$ cat src/rtl/cnn_upsampling_pkg.sv
// Shared types, sizing helpers and default frame geometry for the
// nearest-neighbour upsampling controller.
package cnn_upsampling_pkg;

  typedef enum logic [2:0] {
    S_IDLE,
    S_FLUSH,
    S_LOAD,
    S_DRAIN,
    S_DONE
  } state_t;

  // Index width for a counter that runs 0..n-1; never narrower than one bit.
  function automatic int unsigned idx_w(input int unsigned n);
    return (n <= 1) ? 1 : $clog2(n);
  endfunction

  function automatic int unsigned in_total(input int unsigned w, h, c);
    return w * h * c;
  endfunction

  function automatic int unsigned out_total(input int unsigned s, w, h, c);
    return s * s * w * h * c;
  endfunction

  localparam int unsigned DEF_W     = 8;
  localparam int unsigned DEF_H     = 8;
  localparam int unsigned DEF_C     = 4;
  localparam int unsigned DEF_SCALE = 4;

  localparam int unsigned IN_TOTAL  = in_total(DEF_W, DEF_H, DEF_C);
  localparam int unsigned OUT_TOTAL = out_total(DEF_SCALE, DEF_W, DEF_H, DEF_C);
  localparam int unsigned CW        = idx_w(DEF_SCALE * DEF_W);
  localparam int unsigned RW        = idx_w(DEF_SCALE * DEF_H);
  localparam int unsigned HW        = idx_w(DEF_C);
  localparam int unsigned ICW       = $clog2(IN_TOTAL + 1);
  localparam int unsigned OCW       = $clog2(OUT_TOTAL + 1);

endpackage

$ cat src/rtl/cnn_upsampling_coord_cnt.sv
// Cascaded column/row/channel counter; wrap flags the beat that closes the
// last channel.
module cnn_upsampling_coord_cnt #(
  parameter int unsigned COLS = 32,
  parameter int unsigned ROWS = 32,
  parameter int unsigned CHS  = 4,
  parameter int unsigned CW   = 5,
  parameter int unsigned RW   = 5,
  parameter int unsigned HW   = 2
) (
  input  logic          clk,
  input  logic          reset,
  input  logic          clr,
  input  logic          en,
  output logic [CW-1:0] col,
  output logic [RW-1:0] row,
  output logic [HW-1:0] ch,
  output logic          wrap
);

  logic col_last, row_last, ch_last;

  assign col_last = (col == CW'(COLS - 1));
  assign row_last = (row == RW'(ROWS - 1));
  assign ch_last  = (ch  == HW'(CHS - 1));
  assign wrap     = en & col_last & row_last & ch_last;

  always_ff @(posedge clk) begin
    if (reset || clr) begin
      col <= '0;
      row <= '0;
      ch  <= '0;
    end else if (en) begin
      col <= col_last ? '0 : col + CW'(1);
      if (col_last) begin
        row <= row_last ? '0 : row + RW'(1);
        if (row_last) ch <= ch_last ? '0 : ch + HW'(1);
      end
    end
  end

endmodule

$ cat src/rtl/cnn_upsampling_ctrl.sv
// Frame controller for the 4x nearest-neighbour upsampler: flush, admit one
// frame of pixels, tag output beats, report done/overflow/timeout.
module cnn_upsampling_ctrl
  import cnn_upsampling_pkg::*;
#(
  parameter int unsigned IMAGE_WIDTH    = 8,
  parameter int unsigned IMAGE_HEIGHT   = 8,
  parameter int unsigned CHANNEL_NUM    = 4,
  parameter int unsigned SCALE          = 4,
  parameter int unsigned FLUSH_CYCLES   = 2,
  parameter int unsigned TIMEOUT_CYCLES = 4096,
  localparam int unsigned CW = idx_w(SCALE * IMAGE_WIDTH),
  localparam int unsigned RW = idx_w(SCALE * IMAGE_HEIGHT),
  localparam int unsigned HW = idx_w(CHANNEL_NUM)
) (
  input  logic          clk,
  input  logic          reset,
  input  logic          start,
  input  logic          in_valid,
  output logic          in_ready,
  output logic          up_rst,
  output logic          up_valid_in,
  input  logic          up_valid_out,
  output logic [CW-1:0] out_col,
  output logic [RW-1:0] out_row,
  output logic [HW-1:0] out_ch,
  output logic          out_last,
  output logic          busy,
  output logic          done,
  output logic          err_overflow,
  output logic          err_timeout
);

  localparam int unsigned IN_T  = in_total(IMAGE_WIDTH, IMAGE_HEIGHT, CHANNEL_NUM);
  localparam int unsigned OUT_T = out_total(SCALE, IMAGE_WIDTH, IMAGE_HEIGHT, CHANNEL_NUM);
  localparam int unsigned ICW_L = $clog2(IN_T + 1);
  localparam int unsigned OCW_L = $clog2(OUT_T + 1);
  localparam int unsigned FCW   = idx_w(FLUSH_CYCLES);
  localparam int unsigned TCW   = $clog2(TIMEOUT_CYCLES + 1);

  state_t             state, state_nxt;
  logic [FCW-1:0]     flush_cnt;
  logic [ICW_L-1:0]   in_cnt;
  logic [OCW_L-1:0]   out_cnt;
  logic [TCW-1:0]     idle_cnt;
  logic start_acc, in_fire, out_full, count_en, ovf_beat;
  logic coord_wrap, drain_end, timeout_hit;

  assign start_acc   = (state == S_IDLE) & start;
  assign in_ready    = (state == S_LOAD);
  assign up_rst      = (state == S_FLUSH);
  assign busy        = (state != S_IDLE);
  assign done        = (state == S_DONE);
  assign in_fire     = in_valid & in_ready;
  assign up_valid_in = in_fire;
  assign out_full    = (out_cnt == OCW_L'(OUT_T));
  assign count_en    = up_valid_out & ~out_full & ((state == S_LOAD) | (state == S_DRAIN));
  assign ovf_beat    = up_valid_out & (out_full | (state == S_IDLE) | (state == S_FLUSH)
                                                | (state == S_DONE));
  assign out_last    = up_valid_out & (out_cnt == OCW_L'(OUT_T - 1));

  // Exit on the final beat itself so done follows it by exactly one cycle.
  assign drain_end   = out_full | coord_wrap;
  assign timeout_hit = (state == S_DRAIN) & ~drain_end & ~up_valid_out
                     & (idle_cnt == TCW'(TIMEOUT_CYCLES - 1));

  always_comb begin
    state_nxt = state;
    case (state)
      S_IDLE:  if (start) state_nxt = S_FLUSH;
      S_FLUSH: if (flush_cnt == FCW'(FLUSH_CYCLES - 1)) state_nxt = S_LOAD;
      S_LOAD:  if (in_fire && in_cnt == ICW_L'(IN_T - 1)) state_nxt = S_DRAIN;
      S_DRAIN: if (drain_end || timeout_hit) state_nxt = S_DONE;
      S_DONE:  state_nxt = S_IDLE;
      default: state_nxt = S_IDLE;
    endcase
  end

  always_ff @(posedge clk) begin
    if (reset) begin
      state        <= S_IDLE;
      flush_cnt    <= '0;
      in_cnt       <= '0;
      out_cnt      <= '0;
      idle_cnt     <= '0;
      err_overflow <= 1'b0;
      err_timeout  <= 1'b0;
    end else begin
      state     <= state_nxt;
      flush_cnt <= (state == S_FLUSH) ? flush_cnt + FCW'(1) : '0;
      idle_cnt  <= (state == S_DRAIN && !up_valid_out) ? idle_cnt + TCW'(1) : '0;
      if (start_acc) begin
        in_cnt       <= '0;
        out_cnt      <= '0;
        err_overflow <= 1'b0;
        err_timeout  <= 1'b0;
      end else begin
        if (in_fire)     in_cnt       <= in_cnt + ICW_L'(1);
        if (count_en)    out_cnt      <= out_cnt + OCW_L'(1);
        if (ovf_beat)    err_overflow <= 1'b1;
        if (timeout_hit) err_timeout  <= 1'b1;
      end
    end
  end

  cnn_upsampling_coord_cnt #(
    .COLS(SCALE * IMAGE_WIDTH),
    .ROWS(SCALE * IMAGE_HEIGHT),
    .CHS (CHANNEL_NUM),
    .CW  (CW),
    .RW  (RW),
    .HW  (HW)
  ) u_coord (
    .clk  (clk),
    .reset(reset),
    .clr  (start_acc),
    .en   (count_en),
    .col  (out_col),
    .row  (out_row),
    .ch   (out_ch),
    .wrap (coord_wrap)
  );

endmodule

$ cat config.mk
export PLATFORM = sky130hd
export DESIGN_NAME = cnn_upsampling_ctrl
export DESIGN_NICKNAME = d
export VERILOG_FILES = /design/src/rtl/cnn_upsampling_pkg.sv /design/src/rtl/cnn_upsampling_coord_cnt.sv /design/src/rtl/cnn_upsampling_ctrl.sv
export SDC_FILE = /design/constraint.sdc
export NUM_CORES = 1
export LEC_CHECK = 0
export BUFFER_PORTS_ARGS = -buffer_cell sky130_fd_sc_hd__buf_2
export CORE_ASPECT_RATIO = 1.5
export CORE_UTILIZATION = 41
export CTS_CLUSTER_DIAMETER = 30
export DETAILED_ROUTE_END_ITERATION = 6
export PLACE_DENSITY = 0.69
export SLEW_MARGIN = 20
export SYNTH_ARGS = -nofsm -noshare
export SYNTH_HDL_FRONTEND = slang
export SYNTH_SLANG_ARGS = --single-unit
$ cat constraint.sdc
create_clock -name clk -period 3.2 [get_ports clk]
set_input_delay 0.64 -clock clk [delete_from_list [all_inputs] [get_ports clk]]
set_output_delay 0.64 -clock clk [all_outputs]
set_load 0.005 [all_outputs]
==> results of run 1 <==
==> registers in the layout, summed over array words and instances, names as in the netlist <==
name          cells
err_overflow      1
in_cnt            9
state             3
u_coord.row       5
flush_cnt         1
u_coord.ch        2
out_cnt          13
err_timeout       1
idle_cnt         13
u_coord.col       5
==> where the power goes <==
part	internal (mW)	leakage, nW	switching (mW)
Combinational	0.0141	0.526	0.0241
Clock	0.255	0.0585	0.209
Sequential	0.663	0.427	0.00636
==> cells by family after synthesis <==
kind of cell	count (synthesis)
adder cells (fa/ha/maj)	10
buffers and inverters	22
XOR/XNOR	22
flip-flops	53
AO/OA/AOI/OAI	53
AND/OR/NAND/NOR	139
multiplexers	2
==> cell type report <==
cell class              count  area [um^2]  area share (%)
inverters                   7         26.3           0.933
clock inverters             1         30.0            1.07
repair buffers             25          128            4.53
multi-input cells         226         1400            49.5
clock buffers               7         86.3            3.07
flip-flops and latches     53         1060            37.7
well taps                  72         90.1            3.20
==> Yosys cell counts, drive strengths merged (4+ instances only) <==
cell type  number  area, um^2
a21oi          18        90.1
a31oi           5        31.3
and2            4        25.0
and3            8        50.1
buf            13        72.6
dfxtp          53        1060
ha             10         125
inv             7        26.3
nand2          20        75.1
nand3          19        95.1
nand4          11        68.8
nor2           35         131
nor3            7        35.0
nor4            7        43.8
nor4b           4        35.0
o21ai          18        90.1
or3             6        37.5
or4             6        45.0
xnor2           8        70.1
xor2           14         123
==> layer usage <==
metal / vias to the layer above / global-route usage, %
li1: 1117 / -
met1: 1014 / 19.6
met2: 25 / 28.7
met3: 6 / 3.13
met4: 0 / 6.55
met5: - / 0
==> how the worst min path moves through the flow <==
| stage | start | endpoint | slack (ns) |
|---|---|---|---|
| floorplan | flush_cnt$_SDFF_PP0_ | flush_cnt$_SDFF_PP0_ | 0.42 |
| global placement | flush_cnt$_SDFF_PP0_ | flush_cnt$_SDFF_PP0_ | 0.44 |
| detailed placement | flush_cnt$_SDFF_PP0_ | flush_cnt$_SDFF_PP0_ | 0.44 |
| CTS | flush_cnt$_SDFF_PP0_ | flush_cnt$_SDFF_PP0_ | 0.46 |
| global route | flush_cnt$_SDFF_PP0_ | flush_cnt$_SDFF_PP0_ | 0.47 |
| finish | flush_cnt$_SDFF_PP0_ | flush_cnt$_SDFF_PP0_ | 0.45 |
==> worst max-delay path: cells and delay by family (launching register included) <==
family	cells	cell delay, ns
flops	1	0.38
fa+ha+maj	1	0.21
simple gates	3	0.76
buf+inv	1	0.18
==> results.md, run 1 <==
- Post-synthesis instance area: 2560 um^2
- H-tree Lvls: 2
- Pwr dens: 416 nW/um^2
- Crit path capture type: output pin
- Crit path capture: out_last
- Hold Vio Cnt, Final: 0
- CTS Buffer Depth: 2
- Die X: 66.6 um
- Row Count: 34
- Top flip-flop cell by instance count after synthesis: dfxtp_1
- Combinational family with the most area after synthesis: simple AND/OR/NAND/NOR gates
- EDFF count, synth: 0
- Sequential-to-total area share from yosys stat: 41.4%
- Total routed wire length on the met1 layer: 2360 um
- Post-cts gate resize count: 0
- Average wire per standard cell: 13.2 um
- Routed wire length on met3: 129 um
- Post-detail-place hpwl: 3630 um
- Category of the worst setup path launch point: register
- Drt drc: 0
- Ratio of cells with drive above 1 in the final layout: 11.3%
- Setup Total Neg Slack: 0 ns
- Total cell area at the placement stage: 2700 um^2
- Worst hold slack: 0.453 ns
- Antenna violations before repair: 0
- Overall power of the completed layout: 1.17 mW
- Share of the synthesized netlist area taken by xor and xnor gates: 7.52%
- Highest achievable clock rate: 404 MHz
- Worst hold path type: register to register
- Max-slew violation count: 0
- Crit Path Class: register to output pin
- Number of cells after detailed placement: 383
- 1st-pass router iterations: 4
- Clock slew seen by the registers of the worst setup and hold paths: 0.09 ns
- Count of input and output buffers: 24
- Wire length of the first global-routing pass: 8660 um
- Number of nets at the end of the flow: 333
- Number of maximum-capacitance violations: 0
- Clock tree from TritonCTS: yes
- Final setup violation count: 0
- Number of filler instances in the final layout: 587
- Via count: 2,162
- Reg2Reg Depth: 4
- Number of buffers added by the clock tree synthesis step: 5
- Multiplexer area fraction after synthesis: 0.781%
- Pin count of the biggest net entering global routing: 20
- Total Routing Usage GR: 16.6%
- Launching element of the worst setup path: out_cnt[0]$_SDFFE_PP0N_
- Met2 Wirelength: 2600 um
- Unrepaired setup endpoints after global routing: false
- Layout Skew: 0.00579 ns
- Data required time at the worst endpoint: 2.56 ns
- Top sig layer: met4
- Reg2Reg Capture Point: u_coord.row[0]$_SDFFE_PP0N_
- Post-CTS setup buffer count: 0
- Number of top-level pins: 25
- Data arrival time at the worst-slack endpoint: 1.83 ns
- Critical register-to-register path startpoint: state[1]$_SDFFE_PP0P_
- Async set-reset flop share out of synthesis: 0%
- Weighted congestion at the end of routability-driven global placement: 0.829
- Largest stage delay, worst path: 0.38 ns
- Post-route core utilization: 47.6%
- Slew margin rel.: 56.2%
- Most frequent cells in the layout: dfxtp_1 (53), nor2_1 (35), buf_2 (24)
- Clock Root Buffer: clkbuf_8
- Layout area overhead: 9.91%
- WHS Path Cells: 1
- Core Footprint: 5910 um^2
- Syn Inst Count: 301
- Compound-cell area share of the yosys netlist: 12.3%
- Most common library cell in the layout ignoring fill and taps: dfxtp_1
- Number of DRC markers in iteration 0: 87
- Period utilization: 77.3%
- GR Overflow Total: 0
- Count of unique library cells instantiated by Yosys: 42
- Number of warnings printed during yosys synthesis: 0
- Slew at the pin closest to its max-slew limit: 0.657 ns
- Final period demand of the worst path: 2.47 ns
- Number of global-route vias before repair: 2,020
- Total inserted antenna cells: 0
- Net Count, Synth: 316
- Final worst slack: 0.727 ns
- Worst-Skew Late Latency: 0.30 ns
- Run status: complete, no violations
- Post-DR vias/cell: 5.53
- Final instance area: 2820 um^2
- Leak Pwr: 1.01 nW
- IR drop worst, VDD: 0.254 mV
- Clock sink total: 53
- Syn Area/Cell: 8.51 um^2
- Overall routed net length: 5180 um
- Adder-cell area share of the yosys netlist: 4.88%
- Hold buffer count at CTS: 0
- Critical Path Fanout Max: 4
- Worst slack at placement: 0.983 ns
- Area of the die: 6580 um^2
- Critical Path, Cell by Cell: ha_1 > nand2_1 > or2_2 > nor4_1 > buf_2
- FF+latch count, synth: 53
- Non-filler instance count after layout: 391
- Final antenna-violating net count: 0
- Initial core utilization: 43.3%
- Crit path max-delay cell type: dfxtp_1
- Reg2reg setup slack: 1.10 ns
- Chip height: 98.8 um
- Simple-gate share of the synthesized area: 29.0%
Note: power is estimated with default switching activity, not from simulation.
==> run 2, diff against run 1 <==
--- a/config.mk
+++ b/config.mk
@@ -10,7 +10,7 @@
 export CORE_UTILIZATION = 41
 export CTS_CLUSTER_DIAMETER = 30
 export DETAILED_ROUTE_END_ITERATION = 6
-export PLACE_DENSITY = 0.69
+export PLACE_DENSITY = 0.71
 export SLEW_MARGIN = 20
 export SYNTH_ARGS = -nofsm -noshare
 export SYNTH_HDL_FRONTEND = slang
==> constraint.sdc (replaced) <==
create_clock -name clk -period 2.02 [get_ports clk]
set_input_delay 0.404 -clock clk [delete_from_list [all_inputs] [get_ports clk]]
set_output_delay 0.404 -clock clk [all_outputs]
set_load 0.005 [all_outputs]
==> results.md, run 2 (synthesis gave the netlist of run 1 again) <==
- Number of filler instances in the final layout: 576
- Period utilization: 95.8%
- Drt drc: 0
- Number of nets at the end of the flow: 347
- Slew at the pin closest to its max-slew limit: 0.703 ns
- Total area of multi-input combinational cells: 1430 um^2
- Critical register-to-register path startpoint: u_coord.row[0]$_SDFFE_PP0N_
- Reg2reg setup slack: 0.12 ns
- Leading registers by flop count: idle_cnt: 13 flops, out_cnt: 13 flops, in_cnt: 9 flops
- 1st-pass router iterations: 4
- Worst Min Path Start: reset
- Area of the die: 6580 um^2
- Die X: 66.6 um
- Layout area overhead: 14.3%
- Average wire per standard cell: 13.7 um
- Weighted congestion at the end of routability-driven global placement: 0.861
- Hold Vio Cnt, Final: 0
- Layout Skew: 0.00550 ns
- Via count: 2,255
- Antenna violations before repair: 0
- Critical Path, Cell by Cell: ha_4 > nand2_1 > or2_4 > nor4_4 > buf_2
- Overall routed net length: 5560 um
- Post-detail-place hpwl: 3980 um
- Largest stage delay, worst path: 0.38 ns
- Total Routing Usage GR: 18.6%
- Total inserted antenna cells: 0
- Highest achievable clock rate: 517 MHz
- Critical Path Fanout Max: 4
- Area used by sequential logic in the layout: 1070 um^2
- Data arrival time at the worst-slack endpoint: 1.53 ns
- Final antenna-violating net count: 0
- Count of input and output buffers: 24
- Count of buffer and inverter cells on the critical path: 1
- Worst slack at placement: 0.118 ns
- CTS Buffer Depth: 2
- Crit Path Class: register to output pin
- Post-route core utilization: 49.5%
- Core Footprint: 5910 um^2
- Row Count: 34
- Unrepaired setup endpoints after global routing: false
- IR drop worst, VDD: 0.273 mV
- Hold buffer count at CTS: 0
- Data required time at the worst endpoint: 1.62 ns
- Slew margin rel.: 52.5%
- H-tree Lvls: 2
- Max-slew violation count: 0
- GR Overflow Total: 0
- Crit path max-delay cell type: dfxtp_2
- Pin count of the biggest net entering global routing: 20
- Overall power of the completed layout: 1.70 mW
- Leak Pwr: 1.06 nW
- Clock tree from TritonCTS: yes
- Setup Total Neg Slack: 0 ns
- Worst hold path type: primary input to register
- Worst hold slack: 0.375 ns
- Chip height: 98.8 um
- Category of the worst setup path launch point: register
- Worst-Skew Late Latency: 0.30 ns
- Final period demand of the worst path: 1.94 ns
- Post-DR vias/cell: 5.57
- Final setup violation count: 0
- Final worst slack: 0.0840 ns
- Ratio of cells with drive above 1 in the final layout: 16.8%
- Launching element of the worst setup path: out_cnt[0]$_SDFFE_PP0N_
- Number of top-level pins: 25
- Largest delay share family, worst path: simple AND/OR/NAND/NOR gates
- Number of global-route vias before repair: 2,206
- Clock sink total: 53
- Clock slew seen by the registers of the worst setup and hold paths: 0.09 ns
- Most common library cell in the layout ignoring fill and taps: dfxtp_1
- Number of buffers added by the clock tree synthesis step: 5
- Most frequent cells in the layout: dfxtp_1 (48), nor2_1 (35), buf_2 (24)
- Number of maximum-capacitance violations: 0
- Number of DRC markers in iteration 0: 75
- Run status: complete, no violations
- Pwr dens: 582 nW/um^2
- Crit path capture type: output pin
- Initial core utilization: 43.3%
- Wire length of the first global-routing pass: 9630 um
- Clock Root Buffer: clkbuf_8
## run 2: cell count changes in the layout (fill, tap and decap cells not counted), sizes merged
cell	before	now
buf	25	39
bufinv	1	0
clkbuf	7	8
## run 2: cell type report
type / count / area share [%]
Tap cell: 72 / 3.08
Sequential cell: 53 / 36.4
Clock buffer: 8 / 2.73
Timing Repair Buffer: 39 / 7.95
Inverter: 7 / 0.897
Multi-Input combinational cell: 226 / 48.9
## run 2: final timing paths
kind                                end  depth (start not counted)
hold / removal     flush_cnt$_SDFF_PP0_                          2
setup / recovery               out_last                          5
setup reg to reg  state[1]$_SDFFE_PP0P_                          7
hold reg to reg    flush_cnt$_SDFF_PP0_                          1
## run 2: repair_timing
item	4_1_cts	5_1_grt
pin swaps	0	2
hold endpoints to repair	0	0
endpoints found under the setup margin	1	18
buffers inserted	0	1
gates resized for setup	6	6
## run 2: per-layer routing
metal / part of all wire (%) / up-vias / track usage [%]
met5: 0 / - / 0
met4: 2.2 / 0 / 8.67
li1: - / 1146 / -
met1: 43 / 1065 / 21.0
met2: 52 / 34 / 32.2
met3: 3.1 / 10 / 3.94
## run 2: metrics by stage
| stage | cells | cell area (um^2) |
|---|---|---|
| global placement | 396 | 2800 |
| finish | 405 | 2930 |
| detailed placement | 396 | 2800 |
| floorplan | 301 | 2560 |
| CTS | 404 | 2900 |
| global route | 405 | 2930 |
## run 2: report_power, final
part	leakage (nW)	internal (mW)	switching, mW
sequential	0.430	1.05	0.00462
clock	0.0395	0.247	0.326
combinational	0.591	0.0298	0.0472
